[src/rtl/timeout_arbiter.sv]
// Round-robin arbiter that lends one saturating down-counter to NUM_REQ requesters.
// The owner's req_len is loaded, counted down on tick, and a one-cycle done pulse marks expiry.
module timeout_arbiter #(
  parameter int unsigned NUM_REQ = 4,
  parameter int unsigned WIDTH   = 8
) (
  input  logic                     clk,
  input  logic                     reset_n,
  input  logic [NUM_REQ-1:0]       req,
  input  logic [NUM_REQ*WIDTH-1:0] req_len,
  input  logic                     tick,
  output logic [NUM_REQ-1:0]       grant,
  output logic [NUM_REQ-1:0]       done,
  output logic                     busy,
  output logic [WIDTH-1:0]         remaining
);

  localparam int unsigned IdxW = (NUM_REQ > 1) ? $clog2(NUM_REQ) : 1;
  localparam logic [IdxW-1:0] LastIdx = IdxW'(NUM_REQ - 1);

  typedef enum logic [1:0] {
    StIdle,
    StLoad,
    StCount,
    StDone
  } state_e;

  state_e             state_q, state_d;
  logic [IdxW-1:0]    owner_q, owner_d;
  logic [IdxW-1:0]    ptr_q, ptr_d;
  logic [WIDTH-1:0]   cnt_q, cnt_d;
  logic [NUM_REQ-1:0] grant_q, grant_d;
  logic [NUM_REQ-1:0] done_q, done_d;
  logic               busy_q, busy_d;

  logic [IdxW-1:0]    pick;
  logic               pick_valid;
  logic [IdxW-1:0]    ptr_after;
  logic [NUM_REQ-1:0] owner_oh;
  logic               owner_req;
  logic [WIDTH-1:0]   owner_len;

  function automatic logic [IdxW-1:0] wrap_add(logic [IdxW-1:0] base, int unsigned k);
    int unsigned sum;
    sum = int'(base) + k;
    if (sum >= NUM_REQ) sum = sum - NUM_REQ;
    return IdxW'(sum);
  endfunction

  function automatic logic [NUM_REQ-1:0] to_onehot(logic [IdxW-1:0] idx);
    logic [NUM_REQ-1:0] oh;
    oh = '0;
    for (int unsigned i = 0; i < NUM_REQ; i++) begin
      if (idx == IdxW'(i)) oh[i] = 1'b1;
    end
    return oh;
  endfunction

  // First requester at or after the pointer, wrapping around.
  always_comb begin
    pick       = ptr_q;
    pick_valid = 1'b0;
    for (int unsigned k = 0; k < NUM_REQ; k++) begin
      if (!pick_valid && |(req & to_onehot(wrap_add(ptr_q, k)))) begin
        pick_valid = 1'b1;
        pick       = wrap_add(ptr_q, k);
      end
    end
  end

  always_comb begin
    owner_len = '0;
    for (int unsigned i = 0; i < NUM_REQ; i++) begin
      if (owner_q == IdxW'(i)) owner_len = req_len[i*WIDTH +: WIDTH];
    end
  end

  assign owner_oh  = to_onehot(owner_q);
  assign owner_req = |(req & owner_oh);
  assign ptr_after = (owner_q == LastIdx) ? '0 : owner_q + 1'b1;

  always_comb begin
    state_d = state_q;
    owner_d = owner_q;
    ptr_d   = ptr_q;
    cnt_d   = cnt_q;
    unique case (state_q)
      StIdle: begin
        if (pick_valid) begin
          owner_d = pick;
          state_d = StLoad;
        end
      end
      StLoad: begin
        if (!owner_req) begin
          state_d = StIdle;
          cnt_d   = '0;
          ptr_d   = ptr_after;
        end else begin
          cnt_d   = owner_len;
          state_d = (owner_len == '0) ? StDone : StCount;
        end
      end
      StCount: begin
        // A withdrawn request wins over expiry: cancelled timers never pulse done.
        if (!owner_req) begin
          state_d = StIdle;
          cnt_d   = '0;
          ptr_d   = ptr_after;
        end else if (cnt_q == '0) begin
          state_d = StDone;
        end else if (tick) begin
          cnt_d = cnt_q - 1'b1;
        end
      end
      StDone: begin
        state_d = StIdle;
        ptr_d   = ptr_after;
      end
      default: begin
        state_d = StIdle;
        cnt_d   = '0;
      end
    endcase
  end

  // Outputs are computed from the next state so that they come straight out of flops.
  always_comb begin
    grant_d = '0;
    done_d  = '0;
    busy_d  = (state_d != StIdle);
    if (busy_d) grant_d = to_onehot(owner_d);
    if (state_d == StDone) done_d = to_onehot(owner_d);
  end

  always_ff @(posedge clk or negedge reset_n) begin
    if (!reset_n) begin
      state_q <= StIdle;
      owner_q <= '0;
      ptr_q   <= '0;
      cnt_q   <= '0;
      grant_q <= '0;
      done_q  <= '0;
      busy_q  <= 1'b0;
    end else begin
      state_q <= state_d;
      owner_q <= owner_d;
      ptr_q   <= ptr_d;
      cnt_q   <= cnt_d;
      grant_q <= grant_d;
      done_q  <= done_d;
      busy_q  <= busy_d;
    end
  end

  assign grant     = grant_q;
  assign done      = done_q;
  assign busy      = busy_q;
  assign remaining = cnt_q;

  grant_onehot0_a: assert property (@(posedge clk) disable iff (!reset_n) $onehot0(grant));
  done_onehot0_a:  assert property (@(posedge clk) disable iff (!reset_n) $onehot0(done));
  done_in_grant_a: assert property (@(posedge clk) disable iff (!reset_n) (done & ~grant) == '0);

endmodule

[config.mk]
export PLATFORM = sky130hd
export DESIGN_NAME = timeout_arbiter
export DESIGN_NICKNAME = d
export VERILOG_FILES = /design/src/rtl/timeout_arbiter.sv
export SDC_FILE = /design/constraint.sdc
export NUM_CORES = 1
export LEC_CHECK = 0
export ABC_AREA = 1
export BUFFER_PORTS_ARGS = -buffer_cell sky130_fd_sc_hd__buf_2
export CAP_MARGIN = 40
export CORE_UTILIZATION = 35
export CTS_CLUSTER_SIZE = 16
export DETAILED_ROUTE_END_ITERATION = 16
export MAX_ROUTING_LAYER = met4
export SLEW_MARGIN = 10
export SYNTH_ARGS = -nofsm -noshare
export SYNTH_HDL_FRONTEND = slang
export SYNTH_SLANG_ARGS = --single-unit
[constraint.sdc]
create_clock -name clk -period 1.9 [get_ports clk]
set_clock_uncertainty 0.15 [all_clocks]
set_input_delay 0.38 -clock clk [delete_from_list [all_inputs] [get_ports clk]]
set_output_delay 0.38 -clock clk [all_outputs]
set_load 0.1 [all_outputs]
==> key figures <==
Die
  – Height of the die: 77.8 um
  – Row cnt: 27
  – Core Footprint: 5540 um2
  – # IOs: 56
  – Die W: 77.8 um
  – Die area: 6060 um2
  – Initial core utilization: 0.363

Synth
  – Mapped Cells: 288
  – Post-synthesis register bit count: 23
  – Mean Syn Cell Area: 6.99 um2
  – Mapped cell area: 2010 um2
  – Warning count from the yosys run: 0
  – Number of distinct library cells after synthesis: 38
  – Sequential area share after synthesis: 0.286
  – Synth Net Count: 342

STA
  – Crit share post-route: 1.08
  – Final Hold Viols: 0
  – Setup TNS: -1.98 ns
  – Slew @ Worst Pin: 0.523 ns
  – Final worst path period need: 2.05 ns
  – Max Freq: 488 MHz
  – RSZ-0062 raised after global routing: yes
  – Slew Limit Fails: 0
  – Worst Slack Setup Final: -0.149 ns
  – # setup viols final: 19
  – Slew Limit Headroom: 0.651

Critical path
  – Max incr delay on CP: 0.48 ns
  – RR Endpoint: grant[1]
  – CP required: 1.96 ns
  – Chain of cells forming the critical path: inv_4 > ha_4 > nand2_2 > nand2_2 > nor2_4 > nand2_4 > nor2_4 > nand2_1 > nand2_1 > nand2_2 > a21oi_4 > nand2_2 > a21oi_2
  – Slowest cell on the critical path: dfrtp_2
  – Worst r2r path cells: 13
  – Worst r2r src: ptr_q[0]
  – CP Class: reg2reg
  – CP dominant cell by count: nand2_2
  – Worst-path fanout max: 5
  – R2r setup slk: -0.15 ns
  – CP Launch Type: register
  – Crit path arrival time: 2.11 ns
  – Crit. End Element: register

Detailed routing
  – Routed WL: 5480 um
  – DR DRC count: 0
  – Vias/cell: 4.69
  – Drt wl/cell: 11.9 um
  – Drt initial violations: 58
  – Via count: 2,154
  – Post-route ant nets: 0
  – First-pass detailed-route iteration total: 4

Clock network
  – H-tree lvl count: 1
  – Clk Latency, worst-skew pair: 0.27 ns
  – TritonCTS Buffers: 3
  – Clk root buf: clkbuf_8
  – CTS sink cnt: 23
  – Maximum clock insertion buffer count: 2
  – CTS tree: built
  – Clock transition at the registers of the reported paths: 0.09 ns

Worst hold path
  – Hold_sp: req_len[30]
  – Worst Hold End: remaining[6]
  – HP Class: in2reg
  – Hold path cells: 5

Cells and area
  – Commonest non-fill, non-tap cell in the layout: nand2_1
  – Area grow syn2layout: 53.9%
  – Nets: 442
  – Most frequent cells in the layout: nand2_1, buf_2, buf_4
  – Share of cells above drive strength 1: 0.522
  – Antenna Cells: 0
  – # fillers: 511

Job
  – Max cap viols: 0

Global route
  – Number of global-route vias before repair: 2,046
  – Pin count of the biggest net entering global routing: 24
  – All-Layer GR Usage: 0.189
  – First-pass GRT wire length: 8980 um
  – Grt total ovfl: 0
  – Initial antenna violation count: 0

Place
  – HPWL after DPL: 3960 um
  – Post-place setup slack: -0.302 ns
  – Final weighted congestion in routability-driven placement: 0.782
  – PortBufs: 55

Outcome
  – Outcome: finished with violations
  – Violated checks: setup timing
[critical path: cells and delay by family, from the launching register on]
family	cells	cell delay, ns
simple gates	9	0.78
flops	1	0.48
compound gates	2	0.31
fa+ha+maj	1	0.18
buf+inv	1	0.08
[final cells by class]
cell class / instances / area (um2) / area share
clock inverters: 1 / 7.51 / 0.00242
inverters: 36 / 148 / 0.0477
flip-flops and latches: 23 / 594 / 0.192
well taps: 72 / 90.1 / 0.0291
multi-input cells: 224 / 1560 / 0.502
repair buffers: 100 / 661 / 0.213
clock buffers: 3 / 41.3 / 0.0133
[per-stage QoR]
stage / util / area [um2] / cells / hold WS [ns]
floorplan: - / 2030 / 288 / -0.0656
global placement: 0.461 / 2550 / 436 / 0.246
detailed placement: 0.461 / 2550 / 436 / 0.240
CTS: 0.527 / 2920 / 456 / 0.396
global route: 0.559 / 3100 / 459 / 0.394
finish: 0.559 / 3100 / 459 / 0.401
[layer usage]
metal  up-vias  share of wire  global-route usage
li1       1118              -                   -
met1       992           0.46               0.235
met2        40           0.50               0.327
met3         4          0.036              0.0294
met4         0         0.0053              0.0321
met5         -              0                   -
[state kept, by name, indices dropped and copies added (netlist names)]
| name | count |
|---|---|
| busy | 1 |
| done | 4 |
| grant | 4 |
| owner_q | 2 |
| ptr_q | 2 |
| remaining | 8 |
| state_q | 2 |
[synthesized netlist by cell type, drive strengths merged]
cell type / count / share of area
nand2: 100 / 0.20
o21ai: 19 / 0.055
inv: 35 / 0.065
dfrtp: 23 / 0.29
o22a: 1 / 0.0044
a21oi: 23 / 0.072
or2: 4 / 0.012
nand4: 4 / 0.023
o22ai: 2 / 0.0062
a31oi: 3 / 0.0093
a21o: 1 / 0.0037
a21boi: 3 / 0.017
and2: 1 / 0.0031
xor2: 2 / 0.0087
nor2: 31 / 0.078
clkinv: 1 / 0.0025
buf: 5 / 0.019
ha: 15 / 0.093
nand3: 15 / 0.040
[how the worst max path moves through the flow]
stage	end	depth (start not counted)	slack, ns	start
2_1_floorplan	remaining[6]	10	-0.009	owner_q[0]
3_3_place_gp	done[1]	12	-0.28	owner_q[0]
3_5_place_dp	done[3]	12	-0.30	owner_q[0]
4_1_cts	grant[0]	12	-0.12	owner_q[0]
5_1_grt	done[2]	12	-0.28	owner_q[0]
6_report	grant[1]	13	-0.15	ptr_q[0]
[repair_timing]
action	in CTS	in global routing
hold buffers	1	0
endpoints found under the setup margin	21	22
gates resized for setup	51	47
buffers inserted	15	3
endpoints found under the hold margin	23	0
pin swaps	19	22
[cells by family (layout without fill, tap and decap cells)]
kind of cell / after synthesis / in the layout / share of synthesized area
adders and majority gates: 15 / 15 / 0.0932
AOI/OAI and AO/OA: 52 / 52 / 0.167
xor gates and xnor gates: 2 / 2 / 0.00870
buffers and inverters: 41 / 140 / 0.0870
and+or+nand+nor: 155 / 155 / 0.358
DFF: 23 / 23 / 0.286
Power is not shown: default switching activity piles up to over one toggle a cycle in this logic, so the estimate is an artifact.
